===== config.mk =====
export PLATFORM = sky130hd
export DESIGN_NAME = cube_scan_ctl
export DESIGN_NICKNAME = d
export VERILOG_FILES = /design/src/rtl/cube_scan_ctl.sv
export SDC_FILE = /design/constraint.sdc
export NUM_CORES = 1
export LEC_CHECK = 0
export ABC_CLOCK_PERIOD_IN_PS = 1600
export CAP_MARGIN = 40
export CORE_MARGIN = 5
export CORE_UTILIZATION = 49
export CTS_CLUSTER_SIZE = 16
export DETAILED_ROUTE_END_ITERATION = 10
export PLACE_DENSITY_LB_ADDON = 0.05
export SLEW_MARGIN = 0
export SYNTH_ARGS = -nofsm -noshare
export SYNTH_HDL_FRONTEND = slang
export SYNTH_SLANG_ARGS = --single-unit

===== constraint.sdc =====
create_clock -name clk_in -period 1.6 [get_ports clk_in]
set_input_delay 0.32 -clock clk_in [delete_from_list [all_inputs] [get_ports clk_in]]
set_output_delay 0.32 -clock clk_in [all_outputs]
set_load 0.01 [all_outputs]

===== src/rtl/cube_scan_ctl.sv =====
`default_nettype none
// ============================================================================
// Module   : cube_scan_ctl
// Purpose  : Double-banked cube RAM read scheduler. Swaps banks on completed
//            frames, scans layer/pixel order into the NeoPixel encoder and
//            enforces the WS2812 latch gap after each frame.
// Revision : 1.0  initial release
// ============================================================================
module cube_scan_ctl #(
    parameter int LAYERS     = 8,
    parameter int PIXELS     = 64,
    parameter int RST_CYCLES = 4000,
    parameter int LAYER_W    = (LAYERS > 1) ? $clog2(LAYERS) : 1,
    parameter int ADDR_W     = (PIXELS > 1) ? $clog2(PIXELS) : 1,
    parameter int CNT_W      = (RST_CYCLES > 1) ? $clog2(RST_CYCLES) : 1
) (
    input  logic               clk_in,
    input  logic               rst_n_in,
    input  logic               frame_rdy_in,
    output logic               wr_bank_out,
    output logic               rd_bank_out,
    output logic               rd_en_out,
    output logic [LAYER_W-1:0] rd_layer_out,
    output logic [ADDR_W-1:0]  rd_addr_out,
    output logic               pix_vld_out,
    input  logic               pix_rdy_in,
    output logic               busy_out,
    output logic               frame_done_out,
    output logic               drop_out
);

    localparam logic [LAYER_W-1:0] C_LAST_LAYER = LAYER_W'(LAYERS - 1);
    localparam logic [ADDR_W-1:0]  C_LAST_ADDR  = ADDR_W'(PIXELS - 1);
    localparam logic [CNT_W-1:0]   C_GAP_END    = CNT_W'(RST_CYCLES - 1);

    typedef enum logic [1:0] {
        S_IDLE  = 2'd0,
        S_READ  = 2'd1,
        S_WAIT  = 2'd2,
        S_LATCH = 2'd3
    } state_t;

    state_t             r_state;
    logic               r_pending;
    logic               r_wr_bank;
    logic [LAYER_W-1:0] r_layer;
    logic [ADDR_W-1:0]  r_addr;
    logic [CNT_W-1:0]   r_cnt;
    logic               r_rd_en;
    logic               r_pix_vld;
    logic               r_frame_done;
    logic               r_drop;

    always_ff @(posedge clk_in or negedge rst_n_in) begin
        if (!rst_n_in) begin
            r_state      <= S_IDLE;
            r_pending    <= 1'b0;
            r_wr_bank    <= 1'b0;
            r_layer      <= '0;
            r_addr       <= '0;
            r_cnt        <= '0;
            r_rd_en      <= 1'b0;
            r_pix_vld    <= 1'b0;
            r_frame_done <= 1'b0;
            r_drop       <= 1'b0;
        end else begin
            r_frame_done <= 1'b0;
            r_drop       <= 1'b0;

            // Outside IDLE a new frame can only be queued; a second one overwrites
            // the same write bank, so the earlier frame is reported as dropped.
            if ((r_state != S_IDLE) && frame_rdy_in) begin
                if (r_pending) begin
                    r_drop <= 1'b1;
                end else begin
                    r_pending <= 1'b1;
                end
            end

            case (r_state)
                S_IDLE: begin
                    if (r_pending) begin
                        r_wr_bank <= ~r_wr_bank;
                        r_pending <= 1'b0;
                        r_layer   <= '0;
                        r_addr    <= '0;
                        r_rd_en   <= 1'b1;
                        r_state   <= S_READ;
                    end else if (frame_rdy_in) begin
                        r_pending <= 1'b1;
                    end
                end

                S_READ: begin
                    r_rd_en   <= 1'b0;
                    r_pix_vld <= 1'b1;
                    r_state   <= S_WAIT;
                end

                S_WAIT: begin
                    if (pix_rdy_in) begin
                        r_pix_vld <= 1'b0;
                        if ((r_layer == C_LAST_LAYER) && (r_addr == C_LAST_ADDR)) begin
                            r_frame_done <= 1'b1;
                            r_cnt        <= '0;
                            r_layer      <= '0;
                            r_addr       <= '0;
                            r_state      <= S_LATCH;
                        end else if (r_addr == C_LAST_ADDR) begin
                            r_addr  <= '0;
                            r_layer <= r_layer + 1'b1;
                            r_rd_en <= 1'b1;
                            r_state <= S_READ;
                        end else begin
                            r_addr  <= r_addr + 1'b1;
                            r_rd_en <= 1'b1;
                            r_state <= S_READ;
                        end
                    end
                end

                S_LATCH: begin
                    if (r_cnt == C_GAP_END) begin
                        r_state <= S_IDLE;
                    end else begin
                        r_cnt <= r_cnt + 1'b1;
                    end
                end

                default: begin
                    r_state <= S_IDLE;
                end
            endcase
        end
    end

    assign wr_bank_out    = r_wr_bank;
    assign rd_bank_out    = ~r_wr_bank;
    assign rd_en_out      = r_rd_en;
    assign rd_layer_out   = r_layer;
    assign rd_addr_out    = r_addr;
    assign pix_vld_out    = r_pix_vld;
    assign frame_done_out = r_frame_done;
    assign drop_out       = r_drop;
    // An IDLE cycle with a queued frame is the swap cycle, which counts as busy.
    assign busy_out       = (r_state != S_IDLE) || r_pending;

endmodule
`default_nettype wire


==> results.sh, run 1 <==
export IMPL_synth_cells=165
export IMPL_grt_pass1_wl_um=6440
export IMPL_netlist_area_leader_share_pct=46.2
export IMPL_use_met1_pct=21.3
export IMPL_grt_max_degree=30
export IMPL_yosysSeqAreaShare_pct=46.2
export IMPL_setup_violations=0
export IMPL_path_clk_slew_ns=0.10
export IMPL_routedWlPerCell_um=14.2
export IMPL_drt_iter0_markers=140
export IMPL_fin_crit_ns=1.59
export IMPL_ys_ff_latch=29
export IMPL_crit_fanout=5
export IMPL_vias=1410
export IMPL_root_buffer="clkbuf_4"
export IMPL_power_leakage_nw=1.14
export IMPL_p_seq_share_pct=33.1
export IMPL_grt_overflow=0
export IMPL_cts_inserted_buffers=5
export IMPL_cts_tree="yes"
export IMPL_rows=20
export IMPL_synth_async_reset_ratio_pct=100
export IMPL_start_util_pct=51.5
export IMPL_rsz0062_at_grt="true"
export IMPL_drt_total_wl_um=3710
export IMPL_p_comb_share_pct=52.4
export IMPL_viasPerCell=5.40
export IMPL_power_frac_clock_pct=14.6
export IMPL_drive_gt1_share_pct=30.4
export IMPL_die_height_um=66.6
export IMPL_core_area_sq_um=3050
export IMPL_arrival_ns=1.80
export IMPL_io_buffers=19
export IMPL_drv_slew=0
export IMPL_yosysWarnings=0
export IMPL_syn_cell_area_sq_um=1570
export IMPL_power_density_nw_per_um2=1630
export IMPL_min_path_type="in2async"
export IMPL_synth_nets=173
export IMPL_yosysTopAreaCell="dfrtp_1"
export IMPL_switching_share_pct=39.6
export IMPL_cts_buffer_depth=2
export IMPL_ir_drop_mv=0.765
export IMPL_required_ns=1.81
export IMPL_worstRegToRegCells=5
export IMPL_hold_viol=0
export IMPL_drtAntennaViolNets=0
export IMPL_avgSynthCellArea_sq_um=9.52
export IMPL_antenna_found_initial=0
export IMPL_ys_flop_type="dfrtp_1"
export IMPL_clock_latency_ns=0.33
export IMPL_grt_use_total_pct=19.1
export IMPL_placedCellCount=248
export IMPL_start_kind="flop"
export IMPL_fin_crit_sh_pct=99.5
export IMPL_area_growth_pct=37.4
export IMPL_fin_cells=261
export IMPL_fmax_mhz=628
export IMPL_synth_edf_count=0
export IMPL_pin_count=20
export IMPL_clock_skew_ns=0.00969
export IMPL_nets=224
export IMPL_post_route_drc_count=0
export IMPL_crit_type="reg2reg"
export IMPL_die_w_um=66.6
export IMPL_grt_pass1_vias=1424
export IMPL_antennaDiodeCount=0
export IMPL_worstMarginPinSlew_ns=0.417
export IMPL_p_total_w=0.00352
export IMPL_die_area_sq_um=4440
export IMPL_drv_cap=0
export IMPL_max_slew_margin_rel_pct=72.0
export IMPL_clock_sinks=29
export IMPL_switchingPower_w=0.00140
export IMPL_p_int_w=0.00213
export IMPL_place_congestion=0.966
export IMPL_use_met2_pct=34.3
export IMPL_synth_distinct_cells=50
export IMPL_outcome="completed"
export IMPL_h_tree_depth=2
export IMPL_critPathCaptureType="flop"
export IMPL_grt_met3_usage_pct=5.06
export IMPL_grt_busiest_layer="met2"
export IMPL_firstDrtPassIters=4
export IMPL_cts_hold_buf=0
export IMPL_synthTopCellsByArea="dfrtp_1 46%, nand2_1 4.5%, o21ai_0 3.5%"
export IMPL_dp_hpwl_um=2710
-- timing repair --
action                                  in CTS  in global routing
endpoints found under the setup margin      10                 24
pin swaps                                    1                  7
gates resized for setup                     11                 20
buffers inserted                             4                  1
-- kinds of logic after synthesis --
logic type	after synthesis	synth area share (%)
flops	29	46.2
compound gates	41	18.1
xor+xnor	3	1.67
simple gates	70	24.6
buf+inv	14	3.74
fa+ha+maj	4	3.18
mux	4	2.55
-- layout by cell type, fill, tap and decap left out, types with 3 or more instances in the layout --
cell | Yosys | routed
nand3_1 | 6 | 6
mux2i_1 | 4 | 3
dlymetal6s2s_1 | 0 | 7
clkbuf_4 | 0 | 5
o31ai_1 | 3 | 3
nor2_1 | 14 | 13
a21oi_1 | 7 | 5
clkdlybuf4s50_1 | 0 | 4
and3_1 | 5 | 4
nand4_1 | 3 | 3
dfrtp_1 | 29 | 29
and2_1 | 3 | 3
o21ai_0 | 11 | 10
buf_4 | 1 | 30
inv_1 | 9 | 9
a31oi_1 | 5 | 4
dlygate4sd2_1 | 0 | 7
nand2_1 | 19 | 17
-- registers in the layout, summed over array words and instances, names as in the netlist --
signal and cells:
drop_out 1, frame_done_out 1, pix_vld_out 1, r_cnt 12, r_pending 1, r_state 2, rd_addr_out 6, rd_en_out 1
rd_layer_out 3, wr_bank_out 1
-- worst paths after layout --
path | from | endpoint | slack, ns
worst max register to register | r_cnt[1] | r_cnt[11] | 0.009
worst min register to register | wr_bank_out | wr_bank_out | 0.51
worst max-delay path | r_cnt[1] | r_cnt[11] | 0.009
min in group clk_in | wr_bank_out | wr_bank_out | 0.51
max in group asynchronous | rst_n_in | r_cnt[10] | 0.95
worst min-delay path | rst_n_in | rd_addr_out[5] | 0.37
-- per-stage QoR --
step                      instance area (sq um)  worst slack, ns  hold WS (ns)  setup TNS (ns)  util [%]
after floorplan                            1600          -0.0221        0.0244         -0.0232         -
after global placement                     2000           -0.165         0.479           -1.80      65.5
after detailed placement                   2000           -0.215         0.504           -2.44      65.5
after CTS                                  2080          0.00778         0.370               0      68.3
after global routing                       2160          -0.0503         0.387         -0.0993      70.7
final                                      2160          0.00869         0.373               0      70.7
-- layout make-up --
cell class	count	area [sq um]
fill	268	893
timing repair buffer	49	419
multi-input combinational	122	856
clock inverter	1	5.00
inverter	9	33.8
sequential	29	726
tap	44	55.1
clock buffer	7	65.1
-- Yosys cell counts, types with 2 or more instances --
cell and n:
nand2_1 19, nor3_1 3, clkbuf_1 2, nand3_1 6, a22o_2 2, dfrtp_1 29, a21oi_1 7, and4_4 2
a41oi_1 2, o21ai_0 11, xnor2_1 2, mux2i_1 4, inv_1 9, and3_1 5, ha_1 4, nor2_1 14
nand4_1 3, and2_1 3, o31ai_1 3, a31oi_1 5
-- power groups by stage --
| stage | sequential [W] | clock (W) | combinational, W |
|---|---|---|---|
| global route | 0.00121 | 0.000577 | 0.00203 |
| detailed placement | 0.00119 | 0 | 0.00174 |
| CTS | 0.00117 | 0.000536 | 0.00174 |
| global placement | 0.00118 | 0 | 0.00169 |
| finish | 0.00116 | 0.000514 | 0.00184 |
| floorplan | 0.00127 | 0 | 0.000863 |
-- worst max-delay path, cell delays in order (launching register included) --
cell,delay [ns]
dfrtp_1,0.40
ha_2,0.21
and4_4,0.16
a31o_4,0.23
and2_4,0.17
a221o_1,0.31
-- routing by layer --
layer  wire length [um]  share of wire (%)  up-vias
li1                   -                  -      703
met1               1570                 42      677
met2               1950                 53       24
met3                137                3.7        6
met4                 55                1.5        0
met5                  0                  0        -
(Power assumes the default switching activity.)
==> run 2, diff against run 1 <==
--- a/config.mk
+++ b/config.mk
@@ -6,7 +6,7 @@
 export NUM_CORES = 1
 export LEC_CHECK = 0
 export ABC_CLOCK_PERIOD_IN_PS = 1600
-export CAP_MARGIN = 40
+export CAP_MARGIN = 20
 export CORE_MARGIN = 5
 export CORE_UTILIZATION = 49
 export CTS_CLUSTER_SIZE = 16
==> results of run 2 <==
No change in the layout: final DEF, timing and power equal those of run 1.
==> run 3, diff against run 2 <==
--- a/config.mk
+++ b/config.mk
@@ -7,7 +7,7 @@
 export LEC_CHECK = 0
 export ABC_CLOCK_PERIOD_IN_PS = 1600
 export CAP_MARGIN = 20
-export CORE_MARGIN = 5
+export CORE_MARGIN = 2
 export CORE_UTILIZATION = 49
 export CTS_CLUSTER_SIZE = 16
 export DETAILED_ROUTE_END_ITERATION = 10
==> run 3 against run 2 <==
Combinational power increased by 3%. Count of clock-buffer cells in the layout unchanged. Critical path depth unchanged. Highest routed layer unchanged. Critical path type unchanged. Hold slack got worse by 0.017 ns. Die area decreased by 17%. Utilization increased by 0.57 points. Critical endpoint is now r_cnt[4].
==> results.sh, run 3 (synthesis gave the netlist of run 1 again) <==
export IMPL_outcome="completed"
export IMPL_worstMarginPinSlew_ns=0.370
export IMPL_root_buffer="clkbuf_4"
export IMPL_fill_cells=249
export IMPL_hold_viol=0
export IMPL_use_met1_pct=27.1
export IMPL_register_area_sq_um=729
export IMPL_grt_pass1_wl_um=6240
export IMPL_io_buffers=19
export IMPL_arrival_ns=1.78
export IMPL_h_tree_depth=2
export IMPL_tns_ns=0
export IMPL_max_slew_margin_rel_pct=75.3
export IMPL_antennaDiodeCount=0
export IMPL_start_util_pct=51.5
export IMPL_nets=225
export IMPL_final_common_cell="buf_4"
export IMPL_switching_share_pct=38.2
export IMPL_drive_gt1_share_pct=31.2
export IMPL_setup_violations=0
export IMPL_die_height_um=60.6
export IMPL_fin_cells=262
export IMPL_clock_skew_ns=0.0127
export IMPL_antenna_found_initial=0
export IMPL_whs_ns=0.356
export IMPL_vias=1453
export IMPL_rows=20
export IMPL_cts_buffer_depth=2
export IMPL_drtAntennaViolNets=0
export IMPL_fin_crit_sh_pct=98.1
export IMPL_stdcell_area_sq_um=2180
export IMPL_regMostFlops="r_cnt"
export IMPL_grt_busiest_layer="met2"
export IMPL_use_met2_pct=40.6
export IMPL_multi_input_area_sq_um=846
export IMPL_cts_hold_buf=0
export IMPL_grt_overflow=0
export IMPL_path_clk_slew_ns=0.10
export IMPL_post_route_drc_count=0
export IMPL_largest_register_ffs=12
export IMPL_p_int_w=0.00230
export IMPL_final_cell_mix="31 x buf_4, 26 x dfrtp_1, 18 x nand2_1"
export IMPL_ir_drop_mv=0.958
export IMPL_grt_pass1_vias=1424
export IMPL_crit_fanout=5
export IMPL_pin_count=20
export IMPL_clock_latency_ns=0.33
export IMPL_drv_cap=0
export IMPL_drv_slew=0
export IMPL_grt_max_degree=30
export IMPL_firstDrtPassIters=4
export IMPL_crit_type="reg2reg"
export IMPL_critPathCaptureType="flop"
export IMPL_reg2reg_from="r_cnt[1]"
export IMPL_drt_total_wl_um=3820
export IMPL_die_area_sq_um=3680
export IMPL_grt_use_total_pct=23.1
export IMPL_grt_met3_usage_pct=5.76
export IMPL_die_w_um=60.6
export IMPL_p_comb_share_pct=51.2
export IMPL_cts_tree="yes"
export IMPL_cts_inserted_buffers=5
export IMPL_switchingPower_w=0.00142
export IMPL_core_area_sq_um=3050
export IMPL_placedCellCount=247
export IMPL_drt_iter0_markers=62
export IMPL_power_density_nw_per_um2=1710
export IMPL_dpl_cell_area_sq_um=1990
export IMPL_fmax_mhz=637
export IMPL_power_frac_clock_pct=17.1
export IMPL_required_ns=1.81
export IMPL_area_growth_pct=38.5
export IMPL_dp_hpwl_um=2670
export IMPL_startpoint="r_cnt[1]"
export IMPL_place_congestion=0.877
export IMPL_power_leakage_nw=1.09
export IMPL_setup_slack_ns=0.0311
export IMPL_start_kind="flop"
export IMPL_dp_slack_ns=-0.212
export IMPL_p_seq_share_pct=31.7
export IMPL_clock_sinks=29
export IMPL_fin_crit_ns=1.57
export IMPL_viasPerCell=5.55
export IMPL_routedWlPerCell_um=14.6
export IMPL_rsz0062_at_grt="true"
export IMPL_min_path_type="in2async"
run 3: changes by cell type in the layout (fill, tap and decap cells not counted), moves of 2 or more:
cell,delta
dfrtp_2,+3
clkdlybuf4s50_1,+6
dlygate4sd2_1,-5
dlymetal6s2s_1,-2
dfrtp_1,-3
run 3: stage by stage:
stage	power [W]	util (%)
finish	0.00371	71.3
global route	0.00400	71.3
CTS	0.00360	69.0
detailed placement	0.00293	65.2
global placement	0.00286	65.2
floorplan	0.00213	-
run 3: what timing repair did:
| item | in CTS | in global routing |
|---|---|---|
| endpoints found under the setup margin | 7 | 24 |
| gates resized for setup | 8 | 20 |
| pin swaps | 0 | 5 |
| buffers inserted | 5 | 2 |
run 3: worst max-delay path, stage by stage (launching register included):
cell and delay, ns:
dfrtp_1 0.40, ha_2 0.21, and4_4 0.16, a31o_4 0.22, and2_4 0.17, a211o_2 0.29
run 3: area by class of cell:
type | count | share of cell area [%]
inverter | 9 | 1.55
sequential | 29 | 33.5
tap | 44 | 2.53
multi-input combinational | 122 | 38.9
timing repair buffer | 50 | 19.7
clock inverter | 1 | 1.38
clock buffer | 7 | 2.53
run 3: routing by layer:
metal  share of wire, %  vias up  wire length [um]
met5                  0        -                 0
met4                1.6        0                63
met3                2.8        7               106
met2                 54       24              2080
met1                 41      715              1570
li1                   -      707                 -
run 3: final timing paths:
check	cells after the start	endpoint	slack, ns
max	5	r_cnt[4]	0.03
min	2	rd_addr_out[3]	0.36
max reg2reg	5	r_cnt[4]	0.03
min reg2reg	1	r_cnt[6]	0.54
max in group asynchronous	2	r_cnt[6]	0.94
min in group clk_in	1	r_cnt[6]	0.54
run 3: power groups by stage:
stage | clock, W | sequential (W) | combinational [W]
6_report | 0.000636 | 0.00118 | 0.00190
5_1_grt | 0.000680 | 0.00120 | 0.00212
4_1_cts | 0.000642 | 0.00117 | 0.00178
3_5_place_dp | 0 | 0.00121 | 0.00172
3_3_place_gp | 0 | 0.00119 | 0.00167
2_1_floorplan | 0 | 0.00127 | 0.000863
